### src/rtl/maze_game_pkg.sv
// Shared definitions for the maze game sequencer: FSM encodings, move
// directions, PS/2 prefix bytes and the per-player key map.
package maze_game_pkg;

  // FSM state encodings
  localparam logic [3:0] ST_START_SCREEN = 4'd0;
  localparam logic [3:0] ST_WAIT_FOR_SW  = 4'd1;
  localparam logic [3:0] ST_CLEAR_SCREEN = 4'd2;
  localparam logic [3:0] ST_DRAW_MAZE    = 4'd3;
  localparam logic [3:0] ST_DRAW_SPECIAL = 4'd4;
  localparam logic [3:0] ST_IDLE         = 4'd5;
  localparam logic [3:0] ST_ERASE_OLD    = 4'd6;
  localparam logic [3:0] ST_CHECK_MOVE   = 4'd7;
  localparam logic [3:0] ST_COMMIT       = 4'd8;
  localparam logic [3:0] ST_DRAW_NEW     = 4'd9;

  // Move directions; also the column index into KEY_CODE
  localparam logic [1:0] DIR_UP    = 2'd0;
  localparam logic [1:0] DIR_DOWN  = 2'd1;
  localparam logic [1:0] DIR_LEFT  = 2'd2;
  localparam logic [1:0] DIR_RIGHT = 2'd3;

  // PS/2 set-2 prefix bytes
  localparam logic [7:0] PS2_EXT = 8'hE0;
  localparam logic [7:0] PS2_BRK = 8'hF0;

  localparam int MAX_PLAYERS = 4;

  // Whether a player's keys carry the E0 prefix
  localparam logic KEY_EXT [MAX_PLAYERS] = '{1'b0, 1'b1, 1'b0, 1'b0};

  // Scan codes per player, ordered up, down, left, right
  localparam logic [7:0] KEY_CODE [MAX_PLAYERS][4] = '{
    '{8'h1D, 8'h1B, 8'h1C, 8'h23},   // W S A D
    '{8'h75, 8'h72, 8'h6B, 8'h74},   // arrow keys (extended)
    '{8'h43, 8'h42, 8'h3B, 8'h4B},   // I K J L
    '{8'h75, 8'h73, 8'h6B, 8'h74}    // keypad 8 5 4 6
  };

  typedef struct packed {
    logic       hit;
    logic [1:0] player;
    logic [1:0] dir;
  } key_hit_t;

  // Map an (extended flag, code) pair to a player and direction
  function automatic key_hit_t key_lookup(input logic ext, input logic [7:0] code);
    key_hit_t r;
    r = '0;
    for (int p = 0; p < MAX_PLAYERS; p++) begin
      for (int d = 0; d < 4; d++) begin
        if (!r.hit && (KEY_EXT[p] == ext) && (KEY_CODE[p][d] == code)) begin
          r.hit    = 1'b1;
          r.player = 2'(p);
          r.dir    = 2'(d);
        end
      end
    end
    return r;
  endfunction

endpackage

### src/rtl/maze_game_control_ps2_move_decoder.sv
// Turns the PS/2 byte stream into one pending move (with direction) per
// player. Prefix flags track E0/F0; the latest make code for a player wins.
module ps2_move_decoder
  import maze_game_pkg::*;
#(
  parameter int NUM_PLAYERS = 2,
  localparam int PW = (NUM_PLAYERS > 1) ? $clog2(NUM_PLAYERS) : 1
) (
  input  logic                        clock,
  input  logic                        reset,
  input  logic                        byte_en,
  input  logic [7:0]                  byte_data,
  input  logic                        clear_pending,
  input  logic                        clear_prefix,
  input  logic                        clear_one_en,
  input  logic [PW-1:0]               clear_one_idx,
  output logic [NUM_PLAYERS-1:0]      pending,
  output logic [NUM_PLAYERS-1:0][1:0] dir
);

  logic                        ext_q, ext_d;
  logic                        brk_q, brk_d;
  logic [NUM_PLAYERS-1:0]      pending_q, pending_d;
  logic [NUM_PLAYERS-1:0][1:0] dir_q, dir_d;

  logic                        is_ext;
  logic                        is_brk;
  logic                        make_valid;
  key_hit_t                    hit;
  logic [NUM_PLAYERS-1:0]      set_vec;
  logic [NUM_PLAYERS-1:0]      clr_vec;

  // Classify the incoming byte and look it up with the current ext flag
  always_comb begin
    is_ext     = (byte_data == PS2_EXT);
    is_brk     = (byte_data == PS2_BRK);
    hit        = key_lookup(ext_q, byte_data);
    make_valid = byte_en && !is_ext && !is_brk && !brk_q && hit.hit;
  end

  // Per-player set/clear strobes; players beyond NUM_PLAYERS have no bit
  generate
    for (genvar gi = 0; gi < NUM_PLAYERS; gi++) begin : g_player
      localparam logic [1:0]    PID  = 2'(gi);
      localparam logic [PW-1:0] PSEL = PW'(gi);
      assign set_vec[gi] = make_valid && (hit.player == PID);
      assign clr_vec[gi] = clear_one_en && (clear_one_idx == PSEL);
    end
  endgenerate

  // Next-state: a new make beats the arbiter's clear, flushes beat everything
  always_comb begin
    ext_d     = ext_q;
    brk_d     = brk_q;
    pending_d = (pending_q & ~clr_vec) | set_vec;
    dir_d     = dir_q;
    if (byte_en) begin
      if (is_ext) begin
        ext_d = 1'b1;
      end else if (is_brk) begin
        brk_d = 1'b1;
      end else begin
        ext_d = 1'b0;
        brk_d = 1'b0;
      end
    end
    for (int i = 0; i < NUM_PLAYERS; i++) begin
      if (set_vec[i]) begin
        dir_d[i] = hit.dir;
      end
    end
    if (clear_pending) begin
      pending_d = '0;
    end
    if (clear_prefix) begin
      ext_d = 1'b0;
      brk_d = 1'b0;
    end
  end

  // Decoder registers
  always_ff @(posedge clock) begin
    if (reset) begin
      ext_q     <= 1'b0;
      brk_q     <= 1'b0;
      pending_q <= '0;
      dir_q     <= '0;
    end else begin
      ext_q     <= ext_d;
      brk_q     <= brk_d;
      pending_q <= pending_d;
      dir_q     <= dir_d;
    end
  end

  assign pending = pending_q;
  assign dir     = dir_q;

endmodule

### src/rtl/maze_game_control.sv
// Game sequencer: walks the screen/maze/special setup, then serves queued
// player moves round-robin through erase, legality check, commit and draw.
module maze_game_control
  import maze_game_pkg::*;
#(
  parameter int NUM_PLAYERS = 2,
  parameter int NUM_LEVELS  = 3,
  localparam int PW = (NUM_PLAYERS > 1) ? $clog2(NUM_PLAYERS) : 1,
  localparam int LW = (NUM_LEVELS > 1) ? $clog2(NUM_LEVELS) : 1
) (
  input  logic                  clock,
  input  logic                  reset,
  input  logic [NUM_LEVELS-1:0] level_sw,
  input  logic                  received_data_en,
  input  logic [7:0]            received_data,
  input  logic                  doneScreen,
  input  logic                  doneMaze,
  input  logic                  doneSpecial,
  input  logic                  doneErase,
  input  logic                  doneCheckLegal,
  input  logic                  doneDraw,
  input  logic                  isLegal,
  output logic                  drawStart,
  output logic                  drawClear,
  output logic                  drawMaze,
  output logic                  drawSpecial,
  output logic                  eraseBox,
  output logic                  checkMove,
  output logic                  drawBox,
  output logic                  commitMove,
  output logic                  doneChangePosition,
  output logic [PW-1:0]         activePlayer,
  output logic [1:0]            moveDir,
  output logic [LW-1:0]         level
);

  logic [3:0]    state_q, state_d;
  logic [PW-1:0] rr_q, rr_d;
  logic [PW-1:0] active_q, active_d;
  logic [1:0]    dir_q, dir_d;
  logic [LW-1:0] level_q, level_d;
  logic          done_change_q, done_change_d;

  logic [NUM_PLAYERS-1:0]      pending;
  logic [NUM_PLAYERS-1:0][1:0] pend_dir;
  logic                        clear_pending;
  logic                        clear_prefix;
  logic                        clear_one_en;

  logic          grant_valid;
  logic [PW-1:0] grant_idx;
  logic [1:0]    grant_dir;
  logic [PW-1:0] rr_after;
  logic [LW-1:0] level_hi;
  logic          abort;

  ps2_move_decoder #(
    .NUM_PLAYERS(NUM_PLAYERS)
  ) u_decoder (
    .clock        (clock),
    .reset        (reset),
    .byte_en      (received_data_en),
    .byte_data    (received_data),
    .clear_pending(clear_pending),
    .clear_prefix (clear_prefix),
    .clear_one_en (clear_one_en),
    .clear_one_idx(grant_idx),
    .pending      (pending),
    .dir          (pend_dir)
  );

  // Round-robin pick: first pending at or after rr, else first from 0
  always_comb begin
    grant_valid = 1'b0;
    grant_idx   = '0;
    grant_dir   = DIR_UP;
    for (int i = 0; i < NUM_PLAYERS; i++) begin
      if (!grant_valid && (i >= int'(rr_q)) && pending[i]) begin
        grant_valid = 1'b1;
        grant_idx   = PW'(i);
        grant_dir   = pend_dir[i];
      end
    end
    for (int i = 0; i < NUM_PLAYERS; i++) begin
      if (!grant_valid && pending[i]) begin
        grant_valid = 1'b1;
        grant_idx   = PW'(i);
        grant_dir   = pend_dir[i];
      end
    end
    rr_after = '0;
    for (int i = 0; i < NUM_PLAYERS - 1; i++) begin
      if (grant_idx == PW'(i)) begin
        rr_after = PW'(i + 1);
      end
    end
  end

  // Highest set level switch selects the level
  always_comb begin
    level_hi = '0;
    for (int i = 0; i < NUM_LEVELS; i++) begin
      if (level_sw[i]) begin
        level_hi = LW'(i);
      end
    end
  end

  // Main sequencer; an all-zero switch bank aborts any in-game state
  always_comb begin
    state_d       = state_q;
    rr_d          = rr_q;
    active_d      = active_q;
    dir_d         = dir_q;
    level_d       = level_q;
    done_change_d = 1'b0;
    clear_pending = 1'b0;
    clear_prefix  = 1'b0;
    clear_one_en  = 1'b0;
    abort = (state_q != ST_START_SCREEN) && (state_q != ST_WAIT_FOR_SW) &&
            (level_sw == '0);

    if (abort) begin
      state_d       = ST_START_SCREEN;
      clear_pending = 1'b1;
      clear_prefix  = 1'b1;
    end else begin
      case (state_q)
        ST_START_SCREEN: if (doneScreen)  state_d = ST_WAIT_FOR_SW;
        ST_WAIT_FOR_SW: begin
          if (level_sw != '0) begin
            state_d = ST_CLEAR_SCREEN;
            level_d = level_hi;
          end
        end
        ST_CLEAR_SCREEN: if (doneScreen)  state_d = ST_DRAW_MAZE;
        ST_DRAW_MAZE:    if (doneMaze)    state_d = ST_DRAW_SPECIAL;
        ST_DRAW_SPECIAL: begin
          if (doneSpecial) begin
            state_d       = ST_IDLE;
            clear_pending = 1'b1;
          end
        end
        ST_IDLE: begin
          if (grant_valid) begin
            state_d      = ST_ERASE_OLD;
            active_d     = grant_idx;
            dir_d        = grant_dir;
            rr_d         = rr_after;
            clear_one_en = 1'b1;
          end
        end
        ST_ERASE_OLD:    if (doneErase)   state_d = ST_CHECK_MOVE;
        ST_CHECK_MOVE: begin
          if (doneCheckLegal) begin
            state_d = isLegal ? ST_COMMIT : ST_DRAW_NEW;
          end
        end
        ST_COMMIT:       state_d = ST_DRAW_NEW;
        ST_DRAW_NEW: begin
          if (doneDraw) begin
            state_d       = ST_IDLE;
            done_change_d = 1'b1;
          end
        end
        default:         state_d = ST_START_SCREEN;
      endcase
    end
  end

  // Sequencer registers
  always_ff @(posedge clock) begin
    if (reset) begin
      state_q       <= ST_START_SCREEN;
      rr_q          <= '0;
      active_q      <= '0;
      dir_q         <= DIR_UP;
      level_q       <= '0;
      done_change_q <= 1'b0;
    end else begin
      state_q       <= state_d;
      rr_q          <= rr_d;
      active_q      <= active_d;
      dir_q         <= dir_d;
      level_q       <= level_d;
      done_change_q <= done_change_d;
    end
  end

  // Moore engine requests decoded from the registered state
  always_comb begin
    drawStart   = (state_q == ST_START_SCREEN);
    drawClear   = (state_q == ST_CLEAR_SCREEN);
    drawMaze    = (state_q == ST_DRAW_MAZE);
    drawSpecial = (state_q == ST_DRAW_SPECIAL);
    eraseBox    = (state_q == ST_ERASE_OLD);
    checkMove   = (state_q == ST_CHECK_MOVE);
    drawBox     = (state_q == ST_DRAW_NEW);
    commitMove  = (state_q == ST_COMMIT);
  end

  assign doneChangePosition = done_change_q;
  assign activePlayer       = active_q;
  assign moveDir            = dir_q;
  assign level              = level_q;

endmodule

### config.mk
export PLATFORM = sky130hd
export DESIGN_NAME = maze_game_control
export DESIGN_NICKNAME = d
export VERILOG_FILES = /design/src/rtl/maze_game_pkg.sv /design/src/rtl/maze_game_control_ps2_move_decoder.sv /design/src/rtl/maze_game_control.sv
export SDC_FILE = /design/constraint.sdc
export NUM_CORES = 1
export LEC_CHECK = 0
export ABC_CLOCK_PERIOD_IN_PS = 2620
export BUFFER_PORTS_ARGS = -buffer_cell sky130_fd_sc_hd__buf_2
export CAP_MARGIN = 20
export CORE_MARGIN = 4
export CORE_UTILIZATION = 57
export CTS_BUF_LIST = sky130_fd_sc_hd__clkbuf_8 sky130_fd_sc_hd__clkbuf_16
export DETAILED_ROUTE_END_ITERATION = 7
export GPL_TIMING_DRIVEN = 0
export MAX_ROUTING_LAYER = met4
export PLACE_DENSITY = 0.95
export SLEW_MARGIN = 5
export SYNTH_ARGS = -nofsm -noshare
export SYNTH_HDL_FRONTEND = slang
export SYNTH_SLANG_ARGS = --single-unit
### constraint.sdc
create_clock -name clock -period 2.62 [get_ports clock]
set_input_delay 0.131 -clock clock [delete_from_list [all_inputs] [get_ports clock]]
set_output_delay 0.131 -clock clock [all_outputs]
set_load 0.02 [all_outputs]
==> results.tsv <==
stage	metric	value	unit
timing	setup violators final	0	
timing	hold slack	0.133	ns
power_and_ir_drop	Sw Pwr	0.000263	W
cells_and_area	Nets	244	
run	max-cap viol count	0	
worst_setup_path	RR Startpoint	state_q[2]	
clock_tree	Post-CTS Setup Bufs	0	
floorplan	I/O pins	35	
global_routing	first-pass GRT wire length	6.47	mm
min_path	hold path start	level_sw[2]	
clock_tree	clk sinks	19	
cells_and_area	Layout area overhead	17.9	%
timing	Final TNS setup	0	ns
power_and_ir_drop	Clk pwr share	0.271	
clock_tree	clock buffer depth	2	
worst_setup_path	Req. time, crit path	2.77	ns
worst_setup_path	Worst Reg-to-Reg Cells	7	
floorplan	Core Area	2280	sq um
power_and_ir_drop	Combinational Power Share	0.311	
timing	Max Slew Vio Count	0	
floorplan	die area	3330	sq um
timing	fin crit share	0.861	
global_routing	vias in the first global route	1431	
worst_setup_path	critical path arrival	2.40	ns
clock_tree	H-tree depth	1	
cells_and_area	layout cell share with drive strength beyond 1	0.221	
logic_synthesis	main area contributors after synthesis	dfxtp_1 27%, a21oi_1 5.0%, nor2_1 4.8%, nand2_1 4.0%, o21ai_0 3.2%	
detailed_routing	vias per inst	6.44	
timing	crit path time final	2.26	ns
logic_synthesis	Mapped Cells	184	
worst_setup_path	CP top delay family	simple AND/OR/NAND/NOR gates	
power_and_ir_drop	Power Internal	0.000498	W
logic_synthesis	Post-Syn Area per Cell	7.66	sq um
clock_tree	CTS tree	built	
min_path	Hold Path Depth	3	
worst_setup_path	largest stage delay on the critical path	0.82	ns
clock_tree	CTS resizes	0	
global_routing	pin count of the biggest net entering global routing	12	
detailed_routing	ANT nets after route	0	
logic_synthesis	Mapped Area	1410	sq um
place	port bufs	34	
logic_synthesis	Yosys top cell area share	0.270	
logic_synthesis	Synth async-reset ratio	0	
worst_setup_path	Setup crit start kind	flip-flop	
min_path	Hold Crit Endpoint	level[1]	
worst_setup_path	crit path max-delay cell type	nor4_1	
logic_synthesis	Yosys warning count	0	
cells_and_area	most frequent cells in the layout	39 x buf_2, 19 x dfxtp_1, 18 x nor2_1	
timing	RSZ-0062 raised after global routing	no	
floorplan	Starting Density	0.619	
floorplan	Die Width	57.7	um
place	post-place instance area	1610	sq um
place	placer congestion estimate	0.959	
detailed_routing	mean routed wirelength per cell	15.8	um
clock_tree	hold-fix buffers at CTS	0	
worst_setup_path	Crit. End Element	flip-flop	
worst_setup_path	R2R Setup Slk	0.36	ns
detailed_routing	routed wire length	3.94	mm
power_and_ir_drop	Leakage Power	0.655	nW
power_and_ir_drop	Max rail drop VDD	0.000465	V
power_and_ir_drop	Sw Ratio	0.346	
cells_and_area	diode count	0	
timing	Fmax	443	MHz
logic_synthesis	ys flop type	dfxtp_1	
worst_setup_path	Crit Path Max Fanout	10	
detailed_routing	vias post-DR	1611	
worst_setup_path	crit-path cells	buf_2 -> buf_2 -> nand2_1 -> nor4_1 -> nand3_1 -> nand2_1 -> a21oi_1	
timing	Final Hold Vio Count	0	
clock_tree	root buffer cell	clkbuf_8	
global_routing	total gr overflow	0	
clock_tree	CTS Buf Count	3	
worst_setup_path	Worst Path Buf+Inv	2	
logic_synthesis	register area share after synthesis	0.270	
worst_setup_path	CP Class	reg2reg	
logic_synthesis	Yosys top cell by area	dfxtp_1	
detailed_routing	drt first pass iters	5	
cells_and_area	Final Instance Area	1660	sq um
worst_setup_path	Crit Reg-Reg Endpoint	u_decoder.pending[1]	
detailed_routing	First DRT Iteration DRCs	83	
timing	max-slew headroom at the worst pin	0.337	
detailed_routing	Post-route DRC	0	
logic_synthesis	Netlist cell types	51	
cells_and_area	utilization after layout	0.730	
clock_tree	clk slew on worst S/H paths	0.07	ns
logic_synthesis	Post-Synthesis Net Count	205	
clock_tree	Clk Latency, worst-skew pair	0.26	ns
min_path	type of the worst min-delay path	in2reg	
timing	worst slew pin tran	0.986	ns
global_routing	Tot GR Track Use	0.245	
floorplan	Rows	17	
cells_and_area	commonest non-fill, non-tap cell in the layout	buf_2	
logic_synthesis	EDFF count, synth	0	
global_routing	initial antenna violation count	0	
logic_synthesis	post-synthesis register bit count	19	
power_and_ir_drop	sequential power share	0.418	
floorplan	die height	57.7	um
place	DP HPWL	2.87	mm
timing	clk_skew	0.00393	ns
run_status	outcome	completed	
power_and_ir_drop	PwrDens	458	nW/um^2
==> area by class of cell <==
class	instances	area (sq um)
timing repair buffer	34	170
buffer	10	47.5
clock buffer	3	41.3
sequential	19	380
multi-input combinational	148	955
clock inverter	1	5.00
tap	28	35.0
inverter	7	26.3
fill	173	616
==> worst max path at each step <==
| stage | to | startpoint | cells past startpoint |
|---|---|---|---|
| floorplan | state_q[3] | state_q[2] | 7 |
| global placement | u_decoder.dir[1] | received_data[3] | 6 |
| detailed placement | u_decoder.pending[1] | state_q[2] | 7 |
| CTS | u_decoder.pending[1] | state_q[2] | 7 |
| global route | rr_q | state_q[2] | 6 |
| finish | u_decoder.pending[1] | state_q[2] | 7 |
==> power groups by stage <==
stage               combinational, W  clock, W  sequential, W
floorplan                   0.000156         0       0.000324
global placement            0.000221         0       0.000323
detailed placement          0.000226         0       0.000324
CTS                         0.000231  0.000207       0.000317
global route                0.000259  0.000221       0.000320
finish                      0.000236  0.000206       0.000318
==> cells in the mapped netlist, types with 2 or more instances <==
cell	n
a211oi_1	4
a21o_1	2
a21oi_1	14
a31oi_1	6
and3_1	3
and3b_1	2
buf_2	5
clkbuf_1	4
dfxtp_1	19
inv_1	7
mux2_1	2
mux2i_1	2
nand2_1	15
nand2b_1	5
nand3_1	4
nand4_1	2
nor2_1	18
nor2b_1	4
nor3_1	8
nor3b_1	3
nor4_1	5
nor4b_1	5
nor4bb_1	2
o211ai_1	3
o21ai_0	9
o32a_1	2
or3_1	3
or4_1	3
==> routing by layer <==
metal	global-route usage	routed length, um	vias up	share of wire
li1	-	-	782	-
met1	0.322	1720	741	0.44
met2	0.392	1890	84	0.48
met3	0.0468	301	4	0.076
met4	0.0530	31	0	0.0079
met5	-	0	-	0
==> flip-flops by register name, summed over array words and instances (netlist names) <==
register	count
state_q	4
u_decoder.dir	4
level	2
moveDir	2
u_decoder.pending	2
activePlayer	1
doneChangePosition	1
rr_q	1
u_decoder.brk_q	1
u_decoder.ext_q	1
==> kinds of logic after synthesis <==
| kind of cell | Yosys count | share of synthesized area |
|---|---|---|
| simple gates | 92 | 0.392 |
| compound gates | 51 | 0.250 |
| flops | 19 | 0.270 |
| buf+inv | 17 | 0.0524 |
| mux | 4 | 0.0302 |
| xor+xnor | 1 | 0.00622 |
==> tightest hold or removal path, cell delays in order <==
cell,delay (ns)
buf_2,0.11
nand2_1,0.05
a21oi_1,0.05
==> stage by stage <==
stage	worst slack (ns)	std cells	total power [W]
2_1_floorplan	0.865	184	0.000480
6_report	0.364	250	0.000761
4_1_cts	0.430	250	0.000755
3_3_place_gp	0.605	246	0.000544
3_5_place_dp	0.526	246	0.000550
5_1_grt	0.236	250	0.000800
Note: power is estimated with default switching activity, not from simulation.
